## src/rtl/multicycle_ctrl_fsm_pkg.sv

```systemverilog
// Shared encodings for the multicycle RV32I-subset control sequencer:
// state codes, supported opcodes, immediate/ALU selects and the control bundle.
package ctrl_pkg;

    localparam logic [2:0] ST_FETCH  = 3'd0;
    localparam logic [2:0] ST_DECODE = 3'd1;
    localparam logic [2:0] ST_EXEC   = 3'd2;
    localparam logic [2:0] ST_MEM    = 3'd3;
    localparam logic [2:0] ST_WB     = 3'd4;
    localparam logic [2:0] ST_HALT   = 3'd5;

    typedef enum logic [2:0] {
        FETCH  = ST_FETCH,
        DECODE = ST_DECODE,
        EXEC   = ST_EXEC,
        MEM    = ST_MEM,
        WB     = ST_WB,
        HALT   = ST_HALT
    } state_t;

    localparam logic [6:0] OP_ADDI = 7'b0010011;
    localparam logic [6:0] OP_BNE  = 7'b1100011;
    localparam logic [6:0] OP_SW   = 7'b0100011;
    localparam logic [6:0] OP_LW   = 7'b0000011;

    localparam logic [2:0] IMM_I   = 3'b000;
    localparam logic [2:0] IMM_S   = 3'b001;
    localparam logic [2:0] IMM_B   = 3'b010;

    localparam logic [2:0] ALU_ADD = 3'b000;

    typedef struct packed {
        logic       imem_req;
        logic       dmem_req;
        logic       ir_write;
        logic       pc_write;
        logic       reg_write;
        logic [2:0] alu_ctrl;
        logic       alu_src;
        logic [2:0] imm_src;
        logic       pc_src;
        logic       mem_write;
        logic       result_src;
        logic       halted;
    } ctrl_t;

endpackage

```

## src/rtl/multicycle_ctrl_fsm.sv

```systemverilog
// Multicycle sequencer for addi/bne/sw/lw: steps FETCH/DECODE/EXEC/MEM/WB,
// traps unknown opcodes into HALT and counts retired instructions.
module multicycle_ctrl_fsm
    import ctrl_pkg::*;
#(
    parameter int OPC_W = 7,
    parameter int CNT_W = 32
) (
    input  logic             clk,
    input  logic             rst_n,
    input  logic [OPC_W-1:0] instr,
    input  logic             EQ,
    input  logic             imem_ready,
    input  logic             dmem_ready,
    output logic             imem_req,
    output logic             dmem_req,
    output logic             IRWrite,
    output logic             PCWrite,
    output logic             RegWrite,
    output logic [2:0]       ALUctrl,
    output logic             ALUsrc,
    output logic [2:0]       ImmSrc,
    output logic             PCsrc,
    output logic             MemWrite,
    output logic             ResultSrc,
    output logic             halted,
    output logic [CNT_W-1:0] instret
);

    localparam logic [OPC_W-1:0] L_ADDI = OPC_W'(OP_ADDI);
    localparam logic [OPC_W-1:0] L_BNE  = OPC_W'(OP_BNE);
    localparam logic [OPC_W-1:0] L_SW   = OPC_W'(OP_SW);
    localparam logic [OPC_W-1:0] L_LW   = OPC_W'(OP_LW);

    state_t             state_q, state_d;
    logic [OPC_W-1:0]   op_q, op_d;
    logic [CNT_W-1:0]   instret_q, instret_d;
    logic               halted_q, halted_d;
    logic               retire;
    ctrl_t              c;

    always_ff @(posedge clk or negedge rst_n) begin
        if (!rst_n) begin
            state_q   <= FETCH;
            op_q      <= '0;
            instret_q <= '0;
            halted_q  <= 1'b0;
        end else begin
            state_q   <= state_d;
            op_q      <= op_d;
            instret_q <= instret_d;
            halted_q  <= halted_d;
        end
    end

    always_comb begin
        state_d  = state_q;
        op_d     = op_q;
        halted_d = halted_q;
        retire   = 1'b0;
        c        = '0;
        c.halted = halted_q;

        unique case (state_q)
            FETCH: begin
                c.imem_req = 1'b1;
                if (imem_ready) begin
                    c.ir_write = 1'b1;
                    state_d    = DECODE;
                end
            end
            DECODE: begin
                op_d = instr;
                if (instr == L_ADDI || instr == L_BNE || instr == L_SW || instr == L_LW) begin
                    state_d = EXEC;
                end else begin
                    state_d  = HALT;
                    halted_d = 1'b1;
                end
            end
            EXEC: begin
                c.alu_ctrl = ALU_ADD;
                if (op_q == L_BNE) begin
                    // Branch resolves on the live ALU flag, so PC selection is Mealy here.
                    c.imm_src  = IMM_B;
                    c.pc_write = 1'b1;
                    c.pc_src   = ~EQ;
                    retire     = 1'b1;
                    state_d    = FETCH;
                end else if (op_q == L_ADDI) begin
                    c.alu_src = 1'b1;
                    c.imm_src = IMM_I;
                    state_d   = WB;
                end else if (op_q == L_SW) begin
                    c.alu_src = 1'b1;
                    c.imm_src = IMM_S;
                    state_d   = MEM;
                end else begin
                    c.alu_src = 1'b1;
                    c.imm_src = IMM_I;
                    state_d   = MEM;
                end
            end
            MEM: begin
                c.dmem_req  = 1'b1;
                c.alu_src   = 1'b1;
                c.imm_src   = (op_q == L_SW) ? IMM_S : IMM_I;
                c.mem_write = (op_q == L_SW);
                if (dmem_ready) begin
                    if (op_q == L_SW) begin
                        c.pc_write = 1'b1;
                        retire     = 1'b1;
                        state_d    = FETCH;
                    end else begin
                        state_d = WB;
                    end
                end
            end
            WB: begin
                c.reg_write  = 1'b1;
                c.result_src = (op_q == L_LW);
                c.pc_write   = 1'b1;
                retire       = 1'b1;
                state_d      = FETCH;
            end
            HALT: begin
                c.halted = 1'b1;
            end
            default: begin
                state_d = FETCH;
            end
        endcase

        instret_d = instret_q + CNT_W'(retire);

        // Reset is asynchronous: force every control low while rst_n is held.
        if (!rst_n) begin
            c = '0;
        end
    end

    assign imem_req  = c.imem_req;
    assign dmem_req  = c.dmem_req;
    assign IRWrite   = c.ir_write;
    assign PCWrite   = c.pc_write;
    assign RegWrite  = c.reg_write;
    assign ALUctrl   = c.alu_ctrl;
    assign ALUsrc    = c.alu_src;
    assign ImmSrc    = c.imm_src;
    assign PCsrc     = c.pc_src;
    assign MemWrite  = c.mem_write;
    assign ResultSrc = c.result_src;
    assign halted    = c.halted;
    assign instret   = instret_q;

endmodule

```

## config.mk

```make
export PLATFORM = sky130hd
export DESIGN_NAME = multicycle_ctrl_fsm
export DESIGN_NICKNAME = d
export VERILOG_FILES = /design/src/rtl/multicycle_ctrl_fsm_pkg.sv /design/src/rtl/multicycle_ctrl_fsm.sv
export SDC_FILE = /design/constraint.sdc
export NUM_CORES = 1
export LEC_CHECK = 0
export CORE_MARGIN = 4
export CORE_UTILIZATION = 45
export CTS_CLUSTER_SIZE = 8
export DETAILED_ROUTE_END_ITERATION = 10
export MAX_ROUTING_LAYER = met4
export PLACE_DENSITY = 0.76
export SYNTH_ARGS = -nofsm -noshare
export SYNTH_HDL_FRONTEND = slang
export SYNTH_SLANG_ARGS = --single-unit
```

## constraint.sdc

```tcl
create_clock -name clk -period 6.08 [get_ports clk]
set_clock_uncertainty 0.05 [all_clocks]
set_input_delay 1.52 -clock clk [delete_from_list [all_inputs] [get_ports clk]]
set_output_delay 1.52 -clock clk [all_outputs]
set_load 0.02 [all_outputs]
```

==> results_tabular.tex, run 1 <==
\begin{tabular}{lr}
\hline
Metric & Value \\
\hline
\multicolumn{2}{l}{\textbf{Global route}} \\
\quad Total gr overflow & 0 \\
\quad Total routing resource utilization after global routing & 16.7\% \\
\quad First-pass GRT wire length & 7770 um \\
\quad Vias in the first global route & 1643 \\
\quad Largest net degree at the start of global routing & 27 \\
\quad Antenna violations before repair & 0 \\
\multicolumn{2}{l}{\textbf{Place}} \\
\quad Count of port buffers added during placement & 55 \\
\quad GPL Wtd Cong & 0.875 \\
\quad Placed cell areas & 0.00276 sq mm \\
\quad Cell Count Post-Placement & 302 \\
\quad Detailed placement HPWL & 3390 um \\
\multicolumn{2}{l}{\textbf{Drt}} \\
\quad Total wire length & 4460 um \\
\quad \# DRC & 0 \\
\quad Antenna violation net count after detailed routing & 0 \\
\quad Iteration count of the initial detailed-routing pass & 4 \\
\quad Number of vias per cell after detailed routing & 5.33 \\
\quad Via count & 1651 \\
\quad Initial drt markers & 106 \\
\quad Routed wire per std cell & 14.4 um \\
\multicolumn{2}{l}{\textbf{Synth}} \\
\quad Number of warnings reported in the yosys synthesis log & 0 \\
\quad Number of synthesized register bits & 43 \\
\quad Avg Cell Area, Syn & 11.0 sq um \\
\quad Share of synthesized area occupied by flip-flops and latches & 49.5\% \\
\quad Synth Cell Area & 0.00217 sq mm \\
\quad Post-synth EDFFs & 0 \\
\quad Number of distinct library cell variants in the gate-level netlist after synthesis & 43 \\
\quad Main flop type after synthesis & dfrtp\_1 \\
\quad Ys async rst share & 100\% \\
\quad Number of instances in the synthesized netlist & 197 \\
\multicolumn{2}{l}{\textbf{Flow run}} \\
\quad Max-Cap Viols & 0 \\
\multicolumn{2}{l}{\textbf{Cells and area}} \\
\quad Antenna Cells & 0 \\
\quad Layout Cell Area excl Fill & 0.00285 sq mm \\
\quad Count of placed standard cells in the final layout, fillers left out & 310 \\
\quad Nets & 269 \\
\quad Area growth, synth to finish & 31.2\% \\
\quad Share of post-route cells with drive strength above 1 & 9.77\% \\
\multicolumn{2}{l}{\textbf{Timing}} \\
\quad Unrepaired setup endpoints after global routing & false \\
\quad Worst relative slew slack & 60.9\% \\
\quad Final-report max-slew violation count & 0 \\
\quad Final worst-path cycle share & 82.7\% \\
\quad Peak Freq & 199 MHz \\
\quad Min Clock Period, post-route & 5.03 ns \\
\quad Worst-Margin Slew & 0.582 ns \\
\quad Final hold viol count & 0 \\
\quad Finish-stage setup viols & 0 \\
\quad Fin Setup TNS & 0 ns \\
\multicolumn{2}{l}{\textbf{Setup path}} \\
\quad Worst Reg-to-Reg Cells & 9 \\
\quad Maximum fanout along the worst path & 4 \\
\quad Required time reported for the critical path endpoint & 4.51 ns \\
\quad Class of the most critical setup path & input port to primary output \\
\quad Critical path's slowest cell & clkdlybuf4s50\_1 \\
\quad Crit path DAT & 3.46 ns \\
\quad Startpoint types & input port \\
\quad Most frequent CP cell & clkdlybuf4s50\_1 \\
\quad Cell Chain, Critical Path & clkdlybuf4s50\_1, nand3b\_1, a2111oi\_0, a21o\_1, and2\_1, clkdlybuf4s50\_1 \\
\quad Delay of the slowest cell on the worst path & 0.61 ns \\
\quad Sort of element at the end of the critical path & primary output \\
\multicolumn{2}{l}{\textbf{Die}} \\
\quad Initial Util & 46.3\% \\
\quad Placeable core area & 0.00469 sq mm \\
\quad Number of rows created at floorplan & 25 \\
\quad I/O Pins & 60 \\
\quad Die height & 77.5 um \\
\quad Die Wd & 77.5 um \\
\quad Area of the die & 0.00601 sq mm \\
\multicolumn{2}{l}{\textbf{Status}} \\
\quad Status & complete, no violations \\
\multicolumn{2}{l}{\textbf{Clocking}} \\
\quad Hold buffers post-CTS & 0 \\
\quad CTS resizes & 0 \\
\quad Clock Tree Buf Depth & 2 \\
\quad Number of H-tree levels & 2 \\
\quad Post-CTS setup-driven buffer insertion count & 0 \\
\quad Root buffer selected by CTS & clkbuf\_8 \\
\quad Clock buffers created by TritonCTS & 5 \\
\quad Sinks on Clock Net & 43 \\
\quad Clock transition at the registers of the reported paths & 0.08 ns \\
\quad Clock Latency Late Sink & 0.30 ns \\
\quad TritonCTS clock tree & built \\
\multicolumn{2}{l}{\textbf{Power}} \\
\quad Pwr per Cell Area & 285 mW/mm\^{}2 \\
\quad Max rail drop VDD & 0.000267 V \\
\quad Cell leakage power & 1.21 nW \\
\multicolumn{2}{l}{\textbf{Min path}} \\
\quad Number of instances on the worst hold path & 1 \\
\quad Worst Hold Class & register to register \\
\hline
\end{tabular}
[per-layer routing]
layer | vias up | wire [um] | GRT usage (%)
li1 | 808 | - | -
met1 | 799 | 2070 | 20.7
met2 | 37 | 2120 | 26.2
met3 | 7 | 177 | 4.29
met4 | 0 | 87 | 6.94
met5 | - | 0 | -
[synthesized netlist by cell type (2+ instances only)]
cell | n | area (sq um)
a21o_1 | 3 | 22.5
nor4_1 | 2 | 12.5
ha_1 | 2 | 25.0
buf_4 | 4 | 30.0
nand2b_1 | 5 | 31.3
nand3b_1 | 2 | 15.0
nand2_1 | 12 | 45.0
and3_1 | 8 | 50.1
clkbuf_1 | 2 | 7.51
nor4_4 | 2 | 42.5
buf_2 | 2 | 10.0
and2_1 | 3 | 18.8
nand4_1 | 13 | 81.3
dfrtp_1 | 43 | 1080
nor2_1 | 12 | 45.0
xnor2_1 | 26 | 228
o21ai_0 | 3 | 15.0
xor2_1 | 4 | 35.0
or2_2 | 2 | 12.5
nand3_1 | 12 | 60.1
inv_1 | 2 | 7.51
nor3_1 | 5 | 25.0
mux2_2 | 8 | 90.1
[path summary, 6_finish.rpt]
check | slack, ns | start | endpoint
max | 1.05 | dmem_ready | PCWrite
min | 0.42 | halted_q | halted_q
min reg2reg | 0.42 | halted_q | halted_q
min in group asynchronous | 1.12 | rst_n | op_q[4]
max reg2reg | 3.23 | state_q[0] | instret[24]
max in group asynchronous | 4.16 | rst_n | instret[23]
[layout by cell type, fill, tap and decap left out, types with 2 or more instances in the layout]
master / synthesis / final
nor2_1: 12 / 12
clkdlybuf4s50_1: 0 / 54
nor4_1: 2 / 2
clkbuf_8: 0 / 6
and3_1: 8 / 8
nor3_1: 5 / 5
conb_1: 1 / 4
nor4_4: 2 / 2
xnor2_1: 26 / 26
or2_2: 2 / 2
and2_1: 3 / 3
ha_1: 2 / 2
nand3_1: 12 / 12
dfrtp_1: 43 / 43
o21ai_0: 3 / 3
inv_1: 2 / 2
nand2_1: 12 / 12
nand2b_1: 5 / 5
a21o_1: 3 / 3
xor2_1: 4 / 4
nand4_1: 13 / 13
nand3b_1: 2 / 2
mux2_2: 8 / 8
[critical path: cells and delay by family]
family                 cells  cell delay, ns
AOI/OAI and AO/OA          2            0.59
buffers and inverters      2            1.13
and+or+nand+nor            2            0.22
[cell type report]
| type | count | area, sq um |
|---|---|---|
| repair buffers | 56 | 553 |
| well taps | 54 | 67.6 |
| clock inverters | 1 | 8.76 |
| inverters | 2 | 7.51 |
| multi-input cells | 147 | 1050 |
| fillers | 396 | 1840 |
| clock buffers | 7 | 86.3 |
| flip-flops and latches | 43 | 1080 |
[cells by family (layout without fill, tap and decap cells)]
kind of cell	Yosys count	after routing	share of synthesized area (%)
buf+inv	10	66	2.53
fa+ha+maj	2	2	1.15
mux	9	9	4.60
other cells	1	4	0.172
flops	43	43	49.5
simple gates	89	89	25.5
compound gates	13	13	4.49
xor+xnor	30	30	12.1
[where the power goes]
group	leakage (nW)	switching (W)	total (W)	internal [W]
Sequential	0.569	0.0000638	0.000396	0.000332
Clock	0.0484	0.0000952	0.000188	0.0000930
Combinational	0.591	0.000109	0.000228	0.000119
[stage by stage]
stage	util, %	total power (W)	worst slack, ns	hold slack (ns)
after floorplan	-	0.000543	2.09	0.378
final	60.8	0.000812	1.05	0.423
after detailed placement	58.8	0.000631	1.09	0.411
after CTS	60.8	0.000823	1.08	0.428
after global routing	60.8	0.000862	0.904	0.451
after global placement	58.8	0.000627	1.10	0.399
[registers in the layout, indices dropped and copies added, names as in the netlist]
signal	cells
instret	32
op_q	7
halted_q	1
state_q	3
(Power assumes the default switching activity.)
==> inputs of run 2 (changes only) <==
==> constraint.sdc (replaced) <==
create_clock -name clk -period 5.2 [get_ports clk]
set_clock_uncertainty 0.05 [all_clocks]
set_input_delay 1.3 -clock clk [delete_from_list [all_inputs] [get_ports clk]]
set_output_delay 1.3 -clock clk [all_outputs]
set_load 0.02 [all_outputs]
==> results_tabular.tex, run 2 (synthesis results as in run 1) <==
\begin{tabular}{lr}
\hline
Metric & Value \\
\hline
\multicolumn{2}{l}{\textbf{Place}} \\
\quad Count of port buffers added during placement & 55 \\
\quad Detailed placement HPWL & 3280 um \\
\quad GPL Wtd Cong & 0.834 \\
\quad Cell Count Post-Placement & 302 \\
\multicolumn{2}{l}{\textbf{Cells and area}} \\
\quad Share of post-route cells with drive strength above 1 & 9.77\% \\
\quad Area taken by multi-input logic gates & 0.00105 sq mm \\
\quad Most frequent cells in the layout & clkdlybuf4s50\_1, dfrtp\_1, xnor2\_1 \\
\quad Combined flip-flop and latch cell area & 0.00108 sq mm \\
\quad Count of placed standard cells in the final layout, fillers left out & 310 \\
\quad Leading cell type in the layout, fill and taps excluded & clkdlybuf4s50\_1 \\
\quad Max FFs per register & 32 \\
\quad Antenna Cells & 0 \\
\quad Nets & 269 \\
\quad Core occupancy in the finished layout & 61.6\% \\
\quad Final-layout fill cell count & 379 \\
\quad Area growth, synth to finish & 33.0\% \\
\multicolumn{2}{l}{\textbf{Power}} \\
\quad Pwr per Cell Area & 356 mW/mm\^{}2 \\
\quad Switching power & 0.000311 W \\
\quad Internal power contribution & 0.000720 W \\
\quad Sequential group share of total power & 44.7\% \\
\quad Sw frac & 30.2\% \\
\quad Max rail drop VDD & 0.000271 V \\
\quad Part of the power in combinational logic & 25.9\% \\
\quad Cell leakage power & 1.23 nW \\
\quad Clock share of power & 29.4\% \\
\quad PnR Total Power & 0.00103 W \\
\multicolumn{2}{l}{\textbf{Setup path}} \\
\quad Required time reported for the critical path endpoint & 3.85 ns \\
\quad Worst Setup SP & dmem\_ready \\
\quad Sort of element at the end of the critical path & primary output \\
\quad R2r startpoint & state\_q[0] \\
\quad Kind of cell adding the most delay to the critical path & buffers and inverters \\
\quad Maximum fanout along the worst path & 4 \\
\quad Most frequent CP cell & clkdlybuf4s50\_1 \\
\quad Class of the most critical setup path & input port to primary output \\
\quad Delay of the slowest cell on the worst path & 0.60 ns \\
\quad Cell Chain, Critical Path & clkdlybuf4s50\_1, nand3b\_1, a2111oi\_0, a21o\_1, and2\_1, clkdlybuf4s50\_1 \\
\quad Startpoint types & input port \\
\quad Crit path DAT & 3.25 ns \\
\quad Total buffers and inverters traversed by the critical path & 2 \\
\quad Critical path's slowest cell & clkdlybuf4s50\_1 \\
\multicolumn{2}{l}{\textbf{Die}} \\
\quad Initial Util & 46.3\% \\
\quad Number of rows created at floorplan & 25 \\
\quad Placeable core area & 0.00469 sq mm \\
\quad Die Wd & 77.5 um \\
\quad Area of the die & 0.00601 sq mm \\
\quad I/O Pins & 60 \\
\quad Die height & 77.5 um \\
\multicolumn{2}{l}{\textbf{Clocking}} \\
\quad Clock transition at the registers of the reported paths & 0.08 ns \\
\quad CTS resizes & 0 \\
\quad Clock Tree Buf Depth & 2 \\
\quad Clock buffers created by TritonCTS & 5 \\
\quad Hold buffers post-CTS & 0 \\
\quad Post-CTS setup-driven buffer insertion count & 0 \\
\quad Root buffer selected by CTS & clkbuf\_8 \\
\quad TritonCTS clock tree & built \\
\quad Number of H-tree levels & 2 \\
\quad Sinks on Clock Net & 43 \\
\quad Clock Latency Late Sink & 0.29 ns \\
\multicolumn{2}{l}{\textbf{Timing}} \\
\quad Final worst-path cycle share & 88.4\% \\
\quad Worst relative slew slack & 61.5\% \\
\quad Fin Setup TNS & 0 ns \\
\quad Finish-stage setup viols & 0 \\
\quad Unrepaired setup endpoints after global routing & false \\
\quad Min Clock Period, post-route & 4.60 ns \\
\quad Peak Freq & 218 MHz \\
\quad Worst slack on hold paths & 0.411 ns \\
\quad Final hold viol count & 0 \\
\quad Worst-Margin Slew & 0.573 ns \\
\quad Final-report max-slew violation count & 0 \\
\multicolumn{2}{l}{\textbf{Min path}} \\
\quad Worst Hold Class & register to register \\
\quad Worst Min Path Start & halted\_q \\
\multicolumn{2}{l}{\textbf{Status}} \\
\quad Status & complete, no violations \\
\multicolumn{2}{l}{\textbf{Global route}} \\
\quad Largest net degree at the start of global routing & 28 \\
\quad Total routing resource utilization after global routing & 16.7\% \\
\quad Antenna violations before repair & 0 \\
\quad First-pass GRT wire length & 7850 um \\
\quad Vias in the first global route & 1635 \\
\quad Total gr overflow & 0 \\
\multicolumn{2}{l}{\textbf{Drt}} \\
\quad Antenna violation net count after detailed routing & 0 \\
\quad Iteration count of the initial detailed-routing pass & 4 \\
\quad Number of vias per cell after detailed routing & 5.40 \\
\quad Via count & 1674 \\
\quad Initial drt markers & 101 \\
\quad Routed wire per std cell & 14.0 um \\
\quad Total wire length & 4340 um \\
\quad \# DRC & 0 \\
\multicolumn{2}{l}{\textbf{Flow run}} \\
\quad Max-Cap Viols & 0 \\
\hline
\end{tabular}
-- run 2: layout make-up --
class | instances | area share [%]
inverter | 2 | 0.260
clock inverter | 2 | 2.08
sequential | 43 | 37.2
tap | 54 | 2.34
timing repair buffer | 56 | 19.1
clock buffer | 6 | 2.51
multi-input combinational | 147 | 36.5
-- run 2: through the flow --
step	instance area, sq um	setup slack (ns)
after detailed placement	2760	0.670
after global routing	2890	0.424
after global placement	2760	0.674
final	2890	0.604
after floorplan	2190	1.65
after CTS	2890	0.659
-- run 2: final timing paths --
| kind | to | slack [ns] | cells past startpoint |
|---|---|---|---|
| worst max-delay path | PCWrite | 0.60 | 6 |
| worst min-delay path | halted_q | 0.41 | 1 |
| worst max register to register | instret[24] | 2.34 | 9 |
| worst min register to register | halted_q | 0.41 | 1 |
| max in group asynchronous | instret[27] | 3.50 | 2 |
| min in group asynchronous | op_q[6] | 0.89 | 1 |
-- run 2: per-layer routing --
layer	track usage, %	wire length [um]	vias up
met5	-	0	-
met1	22.4	2030	807
met3	4.64	179	9
met2	24.5	2040	46
li1	-	-	812
met4	5.52	89	0
-- run 2: power groups by stage --
stage,logic (W),clock network (W),registers (W)
finish,0.000267,0.000303,0.000460
floorplan,0.000181,0,0.000455
detailed placement,0.000268,0,0.000466
global route,0.000294,0.000328,0.000476
CTS,0.000269,0.000310,0.000460
global placement,0.000264,0,0.000468
